## config.mk

```make
export PLATFORM = sky130hd
export DESIGN_NAME = ctv_unshift_flat
export DESIGN_NICKNAME = d
export VERILOG_FILES = /design/src/rtl/ctv_unshift_if.sv /design/src/rtl/ctv_unshift.sv /design/src/flat_wrapper.sv
export SDC_FILE = /design/constraint.sdc
export NUM_CORES = 1
export LEC_CHECK = 0
export CAP_MARGIN = 20
export CORE_MARGIN = 1
export CORE_UTILIZATION = 55
export DETAILED_ROUTE_END_ITERATION = 6
export GPL_TIMING_DRIVEN = 0
export PLACE_DENSITY = 0.8
export SYNTH_ARGS = -nofsm -noshare
export SYNTH_HDL_FRONTEND = slang
export SYNTH_SLANG_ARGS = --single-unit
```

## constraint.sdc

```tcl
create_clock -name clk -period 24 [get_ports clk]
set_input_delay 2.4 -clock clk [delete_from_list [all_inputs] [get_ports clk]]
set_output_delay 2.4 -clock clk [all_outputs]
set_load 0.05 [all_outputs]
```

## src/rtl/ctv_unshift_if.sv

```systemverilog
// rtl/ctv_unshift_if.sv - forward-shift, return-beat and output handshake bundle for ctv_unshift
interface ctv_unshift_if #(
    parameter int data_w = 8,
    parameter int D      = 5,
    parameter int DEPTH  = 8
);
    localparam int LW = $clog2(DEPTH) + 1;

    logic                  fwd_valid;
    logic [data_w-1:0]     fwd_shift;
    logic                  fwd_ready;
    logic                  ret_valid;
    logic [data_w*D-1:0]   ret_ctv;
    logic                  ret_ready;
    logic                  out_valid;
    logic                  out_ready;
    logic [data_w*D-1:0]   out_v;
    logic                  out_null;
    logic [LW-1:0]         level;
    logic                  err_shift;

    modport slave (
        input  fwd_valid, fwd_shift, ret_valid, ret_ctv, out_ready,
        output fwd_ready, ret_ready, out_valid, out_v, out_null, level, err_shift
    );

    modport master (
        output fwd_valid, fwd_shift, ret_valid, ret_ctv, out_ready,
        input  fwd_ready, ret_ready, out_valid, out_v, out_null, level, err_shift
    );
endinterface

```

## src/rtl/ctv_unshift.sv

```systemverilog
// rtl/ctv_unshift.sv - shift-value FIFO plus inverse lane rotation on the check-to-variable return path
module ctv_unshift #(
    parameter int data_w = 8,
    parameter int D      = 5,
    parameter int DEPTH  = 8
) (
    input logic          clk,
    input logic          rst_n,
    ctv_unshift_if.slave bus
);
    localparam int AW = $clog2(DEPTH);
    localparam int LW = AW + 1;
    localparam int MW = data_w * D;
    localparam logic [data_w-1:0] NULL_SHIFT = '1;
    localparam logic [LW-1:0]     FULL_LEVEL = LW'(DEPTH);

    logic [data_w-1:0] mem_q [DEPTH];
    logic [AW-1:0]     wr_ptr_q, wr_ptr_d;
    logic [AW-1:0]     rd_ptr_q, rd_ptr_d;
    logic [LW-1:0]     level_q, level_d;
    logic              out_valid_q, out_valid_d;
    logic [MW-1:0]     out_v_q, out_v_d;
    logic              out_null_q, out_null_d;
    logic              err_q, err_d;

    logic              fwd_ready, ret_ready, push, pop, head_null;
    logic [data_w-1:0] head, s_mod;
    logic [MW-1:0]     rot_v;

    // Ready depends only on registered state and out_ready, never on the valids.
    always_comb begin
        fwd_ready = (level_q != FULL_LEVEL);
        ret_ready = (level_q != '0) && (!out_valid_q || bus.out_ready);
        push      = bus.fwd_valid && fwd_ready;
        pop       = bus.ret_valid && ret_ready;
    end

    // Out-of-range shifts are folded back into 0..D-1 so they still rotate.
    always_comb begin
        head      = mem_q[rd_ptr_q];
        head_null = (head == NULL_SHIFT);
        s_mod     = data_w'(int'(head) % D);
        rot_v     = '0;
        for (int j = 0; j < D; j++) begin
            for (int k = 0; k < D; k++) begin
                if (s_mod == data_w'(k)) begin
                    rot_v[j*data_w +: data_w] = bus.ret_ctv[((j - k + D) % D)*data_w +: data_w];
                end
            end
        end
    end

    always_comb begin
        wr_ptr_d    = wr_ptr_q;
        rd_ptr_d    = rd_ptr_q;
        level_d     = level_q;
        out_valid_d = out_valid_q;
        out_v_d     = out_v_q;
        out_null_d  = out_null_q;
        err_d       = err_q;

        if (push) begin
            wr_ptr_d = wr_ptr_q + AW'(1);
            if ((bus.fwd_shift != NULL_SHIFT) && (int'(bus.fwd_shift) >= D)) begin
                err_d = 1'b1;
            end
        end
        if (pop) begin
            rd_ptr_d = rd_ptr_q + AW'(1);
        end

        case ({push, pop})
            2'b10:   level_d = level_q + LW'(1);
            2'b01:   level_d = level_q - LW'(1);
            default: level_d = level_q;
        endcase

        if (pop) begin
            out_valid_d = 1'b1;
            out_v_d     = head_null ? '0 : rot_v;
            out_null_d  = head_null;
        end else if (bus.out_ready) begin
            out_valid_d = 1'b0;
        end
    end

    always_ff @(posedge clk or negedge rst_n) begin
        if (!rst_n) begin
            wr_ptr_q    <= '0;
            rd_ptr_q    <= '0;
            level_q     <= '0;
            out_valid_q <= 1'b0;
            out_v_q     <= '0;
            out_null_q  <= 1'b0;
            err_q       <= 1'b0;
        end else begin
            wr_ptr_q    <= wr_ptr_d;
            rd_ptr_q    <= rd_ptr_d;
            level_q     <= level_d;
            out_valid_q <= out_valid_d;
            out_v_q     <= out_v_d;
            out_null_q  <= out_null_d;
            err_q       <= err_d;
        end
    end

    // Storage needs no reset: entries are only read while level says they are live.
    always_ff @(posedge clk) begin
        if (push) begin
            mem_q[wr_ptr_q] <= bus.fwd_shift;
        end
    end

    assign bus.fwd_ready = fwd_ready;
    assign bus.ret_ready = ret_ready;
    assign bus.out_valid = out_valid_q;
    assign bus.out_v     = out_v_q;
    assign bus.out_null  = out_null_q;
    assign bus.level     = level_q;
    assign bus.err_shift = err_q;
endmodule

```

## src/flat_wrapper.sv

```systemverilog
// flat-port wrapper written by rule: the top's interface ports become plain ports
module ctv_unshift_flat 
#(
    parameter int data_w = 8,
    parameter int D      = 5,
    parameter int DEPTH  = 8
)
  (clk, rst_n, bus_fwd_valid, bus_fwd_shift, bus_ret_valid, bus_ret_ctv, bus_out_ready, bus_fwd_ready, bus_ret_ready, bus_out_valid, bus_out_v, bus_out_null, bus_level, bus_err_shift);
  ctv_unshift_if #(.data_w(data_w), .D(D), .DEPTH(DEPTH)) bus_i ();
  input logic clk;
  input logic rst_n;
  input wire logic [$bits(bus_i.fwd_valid)-1:0] bus_fwd_valid;
  input wire logic [$bits(bus_i.fwd_shift)-1:0] bus_fwd_shift;
  input wire logic [$bits(bus_i.ret_valid)-1:0] bus_ret_valid;
  input wire logic [$bits(bus_i.ret_ctv)-1:0] bus_ret_ctv;
  input wire logic [$bits(bus_i.out_ready)-1:0] bus_out_ready;
  output wire logic [$bits(bus_i.fwd_ready)-1:0] bus_fwd_ready;
  output wire logic [$bits(bus_i.ret_ready)-1:0] bus_ret_ready;
  output wire logic [$bits(bus_i.out_valid)-1:0] bus_out_valid;
  output wire logic [$bits(bus_i.out_v)-1:0] bus_out_v;
  output wire logic [$bits(bus_i.out_null)-1:0] bus_out_null;
  output wire logic [$bits(bus_i.level)-1:0] bus_level;
  output wire logic [$bits(bus_i.err_shift)-1:0] bus_err_shift;
  assign bus_i.fwd_valid = bus_fwd_valid;
  assign bus_i.fwd_shift = bus_fwd_shift;
  assign bus_i.ret_valid = bus_ret_valid;
  assign bus_i.ret_ctv = bus_ret_ctv;
  assign bus_i.out_ready = bus_out_ready;
  assign bus_fwd_ready = bus_i.fwd_ready;
  assign bus_ret_ready = bus_i.ret_ready;
  assign bus_out_valid = bus_i.out_valid;
  assign bus_out_v = bus_i.out_v;
  assign bus_out_null = bus_i.out_null;
  assign bus_level = bus_i.level;
  assign bus_err_shift = bus_i.err_shift;
  ctv_unshift #(.data_w(data_w), .D(D), .DEPTH(DEPTH)) u_core (.clk(clk), .rst_n(rst_n), .bus(bus_i));
endmodule
```

### Word-level counts from Yosys, hierarchy flattened

Memories as Yosys holds them, arrays and structs flattened.
Index checks and enable logic that the tools add are counted.

* bits in registers: 53
* bits in latches: 0
* RAM bits: 64
* bits in read-only memories: 0
* output and inout port bits: 49
* logic and storage cells: 65
* memories: 1

* add/sub/neg operators: 4
* multiply operators: 0
* divide/modulo/power cells: 1
* magnitude comparators: 1
* equality and inequality tests: 9
* shift-type cells: 0
* muxes and demuxes: 31
* bitwise gates (word level): 0
* reduce and logical (&&, ||, !) cells: 11

Memory list
* u_core.mem_q: depth 8, bits a word 8, read ports 1, clocked after memory_dff 0, write ports 1, line ctv_unshift.sv:17 `logic [data_w-1:0] mem_q [DEPTH];`

Operator list (number)
* $mux W8: 25
* $mux W40: 1
* $mod A9 B4 Y32 const B: 1
* $eq A8 B2 Y1 const B: 2
* $eq A8 B1 Y1 const B: 1
* $eq A8 B3 Y1 const B: 1
* $eq A8 B8 Y1 const B: 1
* $ge A8 B3 Y1 const B: 1
* $logic_not A8 Y1: 1
* $ne A8 B8 Y1 const B: 1
* $pmux W4 S2: 1
* $add A3 B1 Y3 const B: 2
* $add A4 B1 Y4 const B: 1
* $logic_and A1 B1 Y1: 4
* $mux W1: 4
* $ne A4 B4 Y1 const B: 1
* $reduce_bool A2 Y1: 2
* $reduce_bool A4 Y1: 1
* $sub A4 B1 Y4 const B: 1
* $eq A2 B1 Y1 const B: 1
* $eq A2 B2 Y1 const B: 1
* $reduce_and A2 Y1: 1
* $logic_not A1 Y1: 1
* $logic_or A1 B1 Y1: 1

### Longest topological paths before layout

An unclocked memory read counts as a cell.

* depth in word-level cells: 9
* gate-level depth with buffers: 37
* gate-level depth less buffers: 31

### Least setup slack after synthesis

Ideal clock, no wire load.

* kind: register to register
* start: register u_core.rd_ptr_q[0]
* end: register u_core.out_v_q[22], in the netlist u_core.bus.out_v[22]
* setup time: 0.138 ns
* arrival: 7.586 ns
* setup slack: 16.276 ns
* cell stages (with the launch flop): 36
* buffers on the path: 5
* period minus slack after synthesis: 7.724 ns
* cells stage by stage: dfrtp_1 -> buf_6 -> mux4_2 -> mux2_4 -> nor2_2 -> inv_2 -> ha_1 -> nor2b_1 -> buf_1 -> o211ai_1 -> a311oi_1 -> or2_4 -> o21ai_1 -> and2_1 -> ha_1 -> a21boi_0 -> o21ai_2 -> and4_1 -> buf_4 -> xnor2_1 -> ha_1 -> nor2_1 -> mux2i_1 -> a211o_1 -> nor3_1 -> xnor2_1 -> ha_1 -> clkbuf_1 -> nand2_1 -> a221oi_4 -> nand3_4 -> o211ai_1 -> clkbuf_1 -> a21oi_1 -> nor4_1 -> o221ai_2

* longest elaborated chain between the ends: 9
* elaborated cells between the ends (all ways): 14
* classes of those cells: 1 x div; 5 x eq/ne; 6 x mux; 1 x reduce/logical; 1 x memory

RTL lines
* from (decl): line ctv_unshift.sv:19 `logic [AW-1:0] rd_ptr_q, rd_ptr_d;`
* from (signal assigned): line ctv_unshift.sv:98 `rd_ptr_q <= rd_ptr_d;`
* $mem_v2 Z8 W8 *
* $mod A9 B4 Y32: line ctv_unshift.sv:42 `s_mod = data_w'(int'(head) % D);`
* $logic_not A8 Y1: line ctv_unshift.sv:46 `if (s_mod == data_w'(k)) begin`
* $mux W8 (5 in a row): line ctv_unshift.sv:46
* $mux W40 *: line ctv_unshift.sv:80 `out_v_d = head_null ? '0 : rot_v;`
* to (signal assigned): line ctv_unshift.sv:101 `out_v_q <= out_v_d;`
* to (decl): line ctv_unshift.sv:22 `logic [MW-1:0] out_v_q, out_v_d;`

Every way passes the cells marked *; elsewhere a longest branch is shown, timed or not.
A chain may end at the register's enable or synchronous reset.

### Worst setup path in the final report

Same ends and word-level chain as after synthesis.

==> results by group <==
Route
  – Detailed-routed wire length on met3: slightly above 3000 um
  – Aggregate routed wire length: 24400 um
  – Wl on met1: 9760 um
  – Iter 0 DRT Violations: approximately 1200
  – First-pass iteration count of the detailed router: 7
  – Met2 layer wire length in the routed design: between 10000 and 15000 um
  – Top Layer Used: met4
  – Post-detailed-route DRC marker count: 0
  – Ratio of routed vias to standard cells: a little under 7
  – Average wire per standard cell: approximately 22 um
  – Antenna violation net count after detailed routing: 0
  – Vias after detailed routing: 7733

Global route
  – Number of global-route vias before repair: roughly 7300
  – Global-route total usage across every layer: 34.2%
  – Antenna violations before repair: 0
  – Pin count of the biggest net entering global routing: 29
  – Global route overflow: 0
  – Global-route wire length before repair: around 39000 um

Placed design
  – I/O Buffers: slightly above 100
  – Number of placed instances with taps included: about 1100
  – Detail Placement HPWL: 17400 um
  – Gpl congestion: a little under 1

Critical path
  – Critical-path cell with the highest stage delay: sky130_fd_sc_hd__nor4_1
  – Setup Crit Path Kind: reg2reg
  – Crit. End Element: register
  – Critical path's largest stage delay: roughly 700 ps
  – Top Family by Delay on Critical Path: compound AO/OA/AOI/OAI gates
  – Arrival time of data at the critical path endpoint: 9910 ps
  – Largest fanout on the critical path: 10
  – Worst path bufs/invs: 6
  – Setup crit start kind: register
  – Most common cell type on the critical path: sky130_fd_sc_hd__ha_1
  – CP Data Required Time: about 24000 ps
  – Worst setup slack for register-to-register paths: between 10000 and 15000 ps

STA
  – Slew at the pin closest to its max-slew limit: approximately 980 ps
  – Setup repair after global routing missed its margin: false
  – Hold Worst Slack: ~490 ps
  – Highest Clock Rate: ~100 MHz
  – Setup-violating endpoint count in the final report: 0
  – Headroom to the max-slew limit: between 30 and 40%
  – Endpoints failing hold: 0
  – Number of max-slew violations in the final report: 0
  – Time the final worst path needs with I/O delays and setup: 9640 ps
  – Post-route fraction of the period consumed by the critical path: about two fifths
  – Total Neg Setup Slack: 0 ps
  – Setup skew after layout: between 10 and 15 ps

Synth
  – Largest cells by area after synthesis: sky130_fd_sc_hd__edfxtp_1 (24%), sky130_fd_sc_hd__dfrtp_1 (17%), sky130_fd_sc_hd__a21oi_1 (9.4%)
  – Nets in the synthesized netlist: just under 900
  – Number of standard cells after synthesis: a little over 800
  – Area share of and/or/nand/nor cells after synthesis: between 10% and 20%
  – Adder and majority gate portion of the synthesized area: roughly 2.2%
  – Multiplexer area fraction after synthesis: between 7 and 8%
  – Async set-reset flop share out of synthesis: a little under half
  – Synthesized flop and latch total: roughly 120
  – Register area share after synthesis: 41.3%
  – Parity-gate share of the synthesized area counting xor and xnor cells: between 1.5 and 2%
  – Biggest area consumer among synthesized cells: sky130_fd_sc_hd__edfxtp_1
  – Combinational family with the most area after synthesis: compound AO/OA/AOI/OAI gates
  – Synth Flop Type: sky130_fd_sc_hd__edfxtp_1
  – Area share of the largest cell type after synthesis: roughly a quarter
  – Synth Area in Compound Gates: about a quarter
  – Count of flip-flops with a built-in enable after synthesis: 64
  – Synthesized area: ~0.008 sq mm
  – Yosys warns: 0
  – Cell types with the highest counts after synthesis: sky130_fd_sc_hd__a21oi_1 (148), sky130_fd_sc_hd__nand2_1 (70), sky130_fd_sc_hd__edfxtp_1 (64)
  – Avg Cell Area, Syn: 9.61 sq um
  – Post-synthesis cell type count: 85
  – Most common cell in the synthesized netlist: sky130_fd_sc_hd__a21oi_1

Run
  – Reported max-cap violation count: 0

Final layout
  – Final nets: roughly 1000
  – Filler cells: roughly 1000
  – Post-Layout Cell Count: 1136
  – Fraction of final layout cells sized beyond drive strength 1: a little under an eighth
  – Number of diodes: 0
  – Layout-stage area growth over the synthesis result: 23.9%
  – Fraction of the core area covered by cells at the end of the flow: between 60% and 70%

Clocking
  – CTS max path bufs: 2
  – Cts-stage hold buffer count: 0
  – Clk root buf: sky130_fd_sc_hd__clkbuf_16
  – Post-CTS setup buffer count: 0
  – Worst-path clk slew: around 60 ps
  – Clock tree from TritonCTS: built
  – Clock insertion delay at the later pin of the skew report: between 400 and 500 ps
  – H-tree Lvls: 4
  – Clock sink count: 117
  – Number of cells upsized or downsized after cts: 0
  – Number of buffers created by CTS: 17

Floorplan
  – Area of the core: ~0.014 sq mm
  – Number of core rows: 43
  – Starting density of the core: around 56%
  – Horizontal die dimension: about 120 um
  – Number of placed I/O pins: just over 100
  – Vertical die dimension: 122 um
  – Die outline area: about 0.015 sq mm

Worst hold path
  – Worst hold path class: reg2reg

Run status
  – Outcome: finished clean
[logic make-up after synthesis]
| logic type | Yosys count |
|---|---|
| buf+inv | 109 |
| simple gates | 219 |
| fa+ha+maj | 13 |
| compound gates | 309 |
| xor+xnor | 15 |
| mux | 37 |
| flops | 117 |
[tightest hold or removal path, stage by stage, from the launching register on]
cell and delay, ps:
sky130_fd_sc_hd__dfrtp_1 340, sky130_fd_sc_hd__nand2_1 60, sky130_fd_sc_hd__o221ai_2 50
[per-layer routing]
layer / GRT usage [%] / vias up
met5: 0 / -
met3: 10.2 / 89
met2: 51.2 / 578
met4: 11.7 / 0
met1: 47.4 / 3647
li1: - / 3419
[through the flow]
stage	setup slack (ps)	cell area (sq um)
final	14360	9750
after global routing	13780	9750
after CTS	14600	9750
after detailed placement	14650	9160
after global placement	14780	9110
after floorplan	16280	7870
[registers in the layout (all words and copies together) (netlist names)]
signal and cells:
u_core.bus.level 4, u_core.wr_ptr_q 3, u_core.bus.err_shift 1, u_core.bus.out_null 1, u_core.bus.out_v 40, u_core.rd_ptr_q 3, u_core.mem_q 64, u_core.bus.out_valid 1
[area by class of cell]
| cell class | count | area, sq um | share of cell area [%] |
|---|---|---|---|
| Multi-Input combinational cell | 593 | 4170 | 42.7 |
| Sequential cell | 117 | 3250 | 33.3 |
| Timing Repair Buffer | 105 | 1050 | 10.7 |
| Clock buffer | 19 | 443 | 4.54 |
| Buffer | 59 | 287 | 2.94 |
| Tap cell | 180 | 225 | 2.31 |
| Inverter | 50 | 188 | 1.92 |
| Clock inverter | 13 | 150 | 1.54 |
[path summary, 6_finish.rpt]
check,startpoint,endpoint,depth (start not counted)
setup reg to reg,u_core.rd_ptr_q[0]$_DFFE_PN0P_,u_core.bus.out_v[22]$_DFFE_PN0P_,35
hold / removal,u_core.bus.out_v[22]$_DFFE_PN0P_,u_core.bus.out_v[22]$_DFFE_PN0P_,2
max in group asynchronous,rst_n,u_core.bus.out_v[14]$_DFFE_PN0P_,2
min in group asynchronous,rst_n,u_core.bus.out_v[13]$_DFFE_PN0P_,1
setup / recovery,u_core.rd_ptr_q[0]$_DFFE_PN0P_,u_core.bus.out_v[22]$_DFFE_PN0P_,35
hold reg to reg,u_core.bus.out_v[22]$_DFFE_PN0P_,u_core.bus.out_v[22]$_DFFE_PN0P_,2
[placed cells by master (no fill, tap or decap), drive strengths merged, types with 4 or more instances in the layout]
cell	synthesis	layout
a31oi	5	5
inv	49	52
o21ai	19	19
nand4	7	7
and3	4	4
nor3	17	17
a311oi	4	4
mux4	16	16
clkinvlp	0	4
a211oi	4	4
or3	4	4
nand2b	4	4
nor4	43	43
a21boi	34	34
xnor2	12	12
and2	5	5
mux2i	14	14
mux2	7	7
clkdlybuf4s50	0	100
nand2	72	72
ha	12	12
buf	18	23
clkbuf	41	60
nand3	24	24
o31ai	7	7
nor2	27	27
clkinv	1	5
o221ai	32	32
edfxtp	64	64
a21oi	150	150
o211ai	14	14
dfrtp	53	53
Power is left out: the tool's default activity adds up to more than one toggle a clock period on the data nets, which glitch-free logic cannot reach.
